--- src/rtl/seq_muldiv_unit.sv ---
// Multi-cycle arithmetic unit: signed Booth multiply, unsigned shift-add multiply
// and unsigned restoring divide, one iteration per clock, start/busy/done handshake.
module seq_muldiv_unit #(
   parameter int WIDTH = 8
) (
   input  logic             clk,
   input  logic             rst,
   input  logic             start,
   input  logic [1:0]       op,
   input  logic [WIDTH-1:0] a,
   input  logic [WIDTH-1:0] b,
   output logic             busy,
   output logic             done,
   output logic [WIDTH-1:0] result_hi,
   output logic [WIDTH-1:0] result_lo,
   output logic             div_by_zero,
   output logic             illegal_op
);

   localparam int CW = (WIDTH > 2) ? $clog2(WIDTH) : 1;

   typedef enum logic [1:0] {
      IDLE,
      CALC,
      DONE
   } state_t;

   state_t           state;
   state_t           state_nxt;
   logic [WIDTH:0]   acc;
   logic [WIDTH:0]   m;
   logic [WIDTH:0]   acc_nxt;
   logic [WIDTH:0]   sum;
   logic [WIDTH-1:0] q;
   logic [WIDTH-1:0] q_nxt;
   logic             q_1;
   logic             q1_nxt;
   logic [1:0]       op_r;
   logic [CW-1:0]    cnt;
   logic             err_req;

   assign err_req = (op == 2'b11) || ((op == 2'b10) && (b == '0));
   assign busy    = (state == CALC);
   assign done    = (state == DONE);

   always_ff @(posedge clk) begin
      if (rst) state <= IDLE;
      else     state <= state_nxt;
   end

   always_comb begin
      state_nxt = state;
      case (state)
         IDLE:    if (start) state_nxt = err_req ? DONE : CALC;
         CALC:    if (cnt == '0) state_nxt = DONE;
         DONE:    state_nxt = IDLE;
         default: state_nxt = IDLE;
      endcase
   end

   // One iteration of the selected algorithm; acc holds A (multiply) or R (divide).
   always_comb begin
      sum     = acc;
      acc_nxt = acc;
      q_nxt   = q;
      q1_nxt  = q_1;
      case (op_r)
         2'b00: begin
            case ({q[0], q_1})
               2'b10:   sum = acc - m;
               2'b01:   sum = acc + m;
               default: sum = acc;
            endcase
            acc_nxt = {sum[WIDTH], sum[WIDTH:1]};
            q_nxt   = {sum[0], q[WIDTH-1:1]};
            q1_nxt  = q[0];
         end
         2'b01: begin
            sum     = q[0] ? ({1'b0, acc[WIDTH-1:0]} + {1'b0, m[WIDTH-1:0]})
                           : {1'b0, acc[WIDTH-1:0]};
            acc_nxt = {1'b0, sum[WIDTH:1]};
            q_nxt   = {sum[0], q[WIDTH-1:1]};
         end
         default: begin
            sum     = {acc[WIDTH-1:0], q[WIDTH-1]} - m;
            q_nxt   = {q[WIDTH-2:0], ~sum[WIDTH]};
            acc_nxt = sum[WIDTH] ? {acc[WIDTH-1:0], q[WIDTH-1]} : sum;
         end
      endcase
   end

   // Error requests complete straight from IDLE; normal ones publish on the last CALC edge.
   always_ff @(posedge clk) begin
      if (rst) begin
         acc         <= '0;
         m           <= '0;
         q           <= '0;
         q_1         <= 1'b0;
         op_r        <= 2'b00;
         cnt         <= '0;
         result_hi   <= '0;
         result_lo   <= '0;
         div_by_zero <= 1'b0;
         illegal_op  <= 1'b0;
      end else begin
         case (state)
            IDLE: begin
               if (start) begin
                  op_r <= op;
                  acc  <= '0;
                  q_1  <= 1'b0;
                  cnt  <= CW'(WIDTH - 1);
                  case (op)
                     2'b00:   begin m <= {a[WIDTH-1], a}; q <= b; end
                     2'b01:   begin m <= {1'b0, a};       q <= b; end
                     default: begin m <= {1'b0, b};       q <= a; end
                  endcase
                  if (op == 2'b11) begin
                     result_hi   <= '0;
                     result_lo   <= '0;
                     div_by_zero <= 1'b0;
                     illegal_op  <= 1'b1;
                  end else if (err_req) begin
                     result_hi   <= a;
                     result_lo   <= '1;
                     div_by_zero <= 1'b1;
                     illegal_op  <= 1'b0;
                  end
               end
            end
            CALC: begin
               acc <= acc_nxt;
               q   <= q_nxt;
               q_1 <= q1_nxt;
               if (cnt == '0) begin
                  result_hi   <= acc_nxt[WIDTH-1:0];
                  result_lo   <= q_nxt;
                  div_by_zero <= 1'b0;
                  illegal_op  <= 1'b0;
               end else begin
                  cnt <= cnt - 1'b1;
               end
            end
            default: ;
         endcase
      end
   end

endmodule

--- config.mk ---
export PLATFORM = sky130hd
export DESIGN_NAME = seq_muldiv_unit
export DESIGN_NICKNAME = d
export VERILOG_FILES = /design/src/rtl/seq_muldiv_unit.sv
export SDC_FILE = /design/constraint.sdc
export NUM_CORES = 1
export LEC_CHECK = 0
export ABC_AREA = 0
export ABC_CLOCK_PERIOD_IN_PS = 3650
export CORE_MARGIN = 5
export CORE_UTILIZATION = 37
export DETAILED_ROUTE_END_ITERATION = 16
export PLACE_DENSITY_LB_ADDON = 0.3
export RECOVER_POWER = 100
export SLEW_MARGIN = 30
export SYNTH_ARGS = -nofsm -noshare
export SYNTH_HDL_FRONTEND = slang
export SYNTH_SLANG_ARGS = --single-unit
--- constraint.sdc ---
create_clock -name clk -period 3.65 [get_ports clk]
set_input_delay 1.095 -clock clk [delete_from_list [all_inputs] [get_ports clk]]
set_output_delay 1.095 -clock clk [all_outputs]
set_load 0.01 [all_outputs]
==> results of run 1 <==
[kinds of logic (layout without fill, tap and decap cells)]
kind of cell    Yosys count  count (layout)  synth area share
compound gates          152             152             0.265
flops                    52              52             0.272
simple gates            139             139             0.172
buf+inv                  48              84            0.0491
fa+ha+maj                30              30             0.104
mux                      33              33            0.0880
xor+xnor                 22              22            0.0504
[layer usage]
metal  vias to the layer above  GRT usage  part of all wire
li1                       1820          -                 -
met1                      1796      0.252              0.46
met2                       153      0.283              0.45
met3                        21     0.0250             0.065
met4                         0     0.0600             0.023
met5                         -          0                 0
[registers in the layout, indices dropped and copies added (netlist names), 2 cells and up]
name	cells
result_hi	8
acc	9
cnt	3
result_lo	8
op_r	2
m	9
q	8
state	2
[cells in the mapped netlist (5+ instances only)]
master     n
nor3b_1    5
a21oi_1   51
nand2_1   40
nor2_1    44
o21ai_0   21
mux2_2     5
nor3_1    13
o21a_1     5
nand3_1    6
ha_1      27
a211oi_1  24
xnor2_1   12
a31oi_1    5
a21o_1     6
xor2_1    10
nor2b_1    8
dfxtp_1   52
mux2i_1   28
clkbuf_1  22
inv_1     20
[worst min-delay path by stage]
| stage | start | endpoint | slack [ns] | cells past startpoint |
|---|---|---|---|---|
| global placement | cnt[0]$_SDFFE_PP0P_ | cnt[0]$_SDFFE_PP0P_ | 0.45 | 1 |
| global route | illegal_op$_SDFFE_PP0P_ | illegal_op$_SDFFE_PP0P_ | 0.49 | 2 |
| CTS | div_by_zero$_SDFFE_PP0P_ | div_by_zero$_SDFFE_PP0P_ | 0.46 | 2 |
| detailed placement | div_by_zero$_SDFFE_PP0P_ | div_by_zero$_SDFFE_PP0P_ | 0.45 | 2 |
| floorplan | cnt[0]$_SDFFE_PP0P_ | cnt[0]$_SDFFE_PP0P_ | 0.44 | 1 |
| finish | div_by_zero$_SDFFE_PP0P_ | div_by_zero$_SDFFE_PP0P_ | 0.46 | 2 |
[layout make-up]
cell class,instances,share of cell area
tap,136,0.0381
multi-input combinational,376,0.580
clock buffer,5,0.0154
inverter,22,0.0185
clock inverter,3,0.00477
sequential,52,0.233
timing repair buffer,54,0.110
[worst max-delay path: stages, from the launching register on]
cell	delay (ns)
dfxtp_1	0.52
inv_1	0.16
ha_1	0.30
mux2_2	0.15
inv_1	0.05
fa_1	0.39
nor2b_1	0.26
o22ai_1	0.15
xnor2_1	0.16
a222oi_1	0.49
o32ai_1	0.18
a41oi_1	0.32
a21oi_1	0.10
[metrics by stage]
step	cell area [µm²]	setup slack (ns)
4_1_cts	4490	0.351
5_1_grt	4460	0.0846
2_1_floorplan	3830	0.696
6_report	4460	0.299
3_3_place_gp	4400	0.449
3_5_place_dp	4400	0.358
[power groups by stage]
stage / Sequential, µW / Combinational (µW) / Clock, µW
6_report: 681 / 715 / 341
3_3_place_gp: 690 / 709 / 0
3_5_place_dp: 692 / 723 / 0
4_1_cts: 679 / 729 / 347
2_1_floorplan: 679 / 511 / 0
5_1_grt: 687 / 784 / 369
==> results.sh, run 1 <==
export IMPL_rrSetupSlack_ns=0.30
export IMPL_crit_path_max_fanout=6
export IMPL_die_h_um=112
export IMPL_start_util=0.376
export IMPL_ant_nets=0
export IMPL_fin_crit_sh=0.918
export IMPL_worstRegToRegCells=12
export IMPL_die_width_um=112
export IMPL_htreeDepth=2
export IMPL_grt_ovfl_total=0
export IMPL_p_seq_frac=0.392
export IMPL_vias_per_cell=5.85
export IMPL_drc=0
export IMPL_grt_pass1_vias=3602
export IMPL_slew_violations=0
export IMPL_fin_util=0.438
export IMPL_worstSetupPathType="reg -> reg"
export IMPL_dpl_hpwl_um=8930
export IMPL_ir_worst_vdd_mv=0.189
export IMPL_fin_crit_ns=3.35
export IMPL_layout_commonest_cell="dfxtp_1"
export IMPL_cts_root_buf="clkbuf_8"
export IMPL_yosys_most_used_dff="dfxtp_1"
export IMPL_hold_slack_ns=0.459
export IMPL_fill_cells=1051
export IMPL_drtPass1Iterations=5
export IMPL_max_cap_viol_count=0
export IMPL_relSlewSlack=0.369
export IMPL_grt_util_all_layers=0.180
export IMPL_avgSynthCellArea_um2=8.04
export IMPL_setup_viol_count_final=0
export IMPL_wl_per_cell_um=18.0
export IMPL_numCtsBuffers=5
export IMPL_power_switching_uw=672
export IMPL_fin_worst_skew_ns=0.0166
export IMPL_cellPowerDensity_nw_per_um2=389
export IMPL_hold_class="reg -> reg"
export IMPL_clk_pin_slew_worst_paths_ns=0.11
export IMPL_max_freq_mhz=298
export IMPL_final_cell_count_no_fill=648
export IMPL_multi_input_area_um2=2590
export IMPL_syn_num_nets=527
export IMPL_synth_top_area_frac=0.272
export IMPL_first_iter_violations=345
export IMPL_coreArea_um2=10200
export IMPL_swShare=0.387
export IMPL_portBuffers=40
export IMPL_internal_power_uw=1060
export IMPL_vias=3790
export IMPL_crit_start="m[1]$_SDFFE_PP0P_"
export IMPL_synth_top_area_cell="dfxtp_1"
export IMPL_yosysWarnings=0
export IMPL_placed_cells=640
export IMPL_critical_path_arrival_ns=3.55
export IMPL_finalWeightedCongestion=0.924
export IMPL_power_leakage_uw=0.00183
export IMPL_ys_types=58
export IMPL_boundaryPins=41
export IMPL_hold_buffers=0
export IMPL_ys_seq_area_frac=0.272
export IMPL_post_cts_resized=0
export IMPL_clk_path_buf_depth=2
export IMPL_async_flop_share=0
export IMPL_design_die_area_um2=12500
export IMPL_layout_common_cells="dfxtp_1, a21oi_1, nor2_1, nand2_1, mux2i_1"
export IMPL_num_nets_final=562
export IMPL_combPwrFrac=0.412
export IMPL_hold_viol=0
export IMPL_fp_row_count=37
export IMPL_reg2reg_to="acc[3]$_SDFFE_PP0P_"
export IMPL_yosys_top_cells_area="dfxtp_1, ha_1, mux2i_1"
export IMPL_cts_tree="done"
export IMPL_synth_edff_count=0
export IMPL_rsz0062_at_grt="no"
export IMPL_rr_startpoint="m[1]$_SDFFE_PP0P_"
export IMPL_clock_latency_ns=0.32
export IMPL_syn_area_um2=3830
export IMPL_antenna_found_initial=0
export IMPL_diodes=0
export IMPL_seq_area_um2=1040
export IMPL_cp_start_kind="register"
export IMPL_synth_seq_cells=52
export IMPL_pwr_share_clk=0.196
export IMPL_setup_tns_ns=0
export IMPL_cts_sinks=52
export IMPL_status="finished clean"
export IMPL_power_uw=1740
export IMPL_syn_instance_count=476
export IMPL_cp_end_kind="register"
export IMPL_syn2layout_area_growth_pct=16.6
export IMPL_totalWireLength_um=11700
export IMPL_tightest_slew_ns=0.943
export IMPL_grt_max_degree=30
export IMPL_drive_above_1_share=0.0625
export IMPL_grt_pass1_wl_um=18400
export IMPL_cp_required_ns=3.84
export IMPL_cts_setup_buffers=0
export IMPL_worstSetupEndpoint="acc[3]$_SDFFE_PP0P_"
Note: power is estimated with default switching activity, not from simulation.
==> run 2, diff against run 1 <==
--- a/config.mk
+++ b/config.mk
@@ -7,6 +7,7 @@
 export LEC_CHECK = 0
 export ABC_AREA = 0
 export ABC_CLOCK_PERIOD_IN_PS = 3650
+export CAP_MARGIN = 5
 export CORE_MARGIN = 5
 export CORE_UTILIZATION = 37
 export DETAILED_ROUTE_END_ITERATION = 16
==> results of run 2 <==
No change in the layout: final DEF, timing and power equal those of run 1.
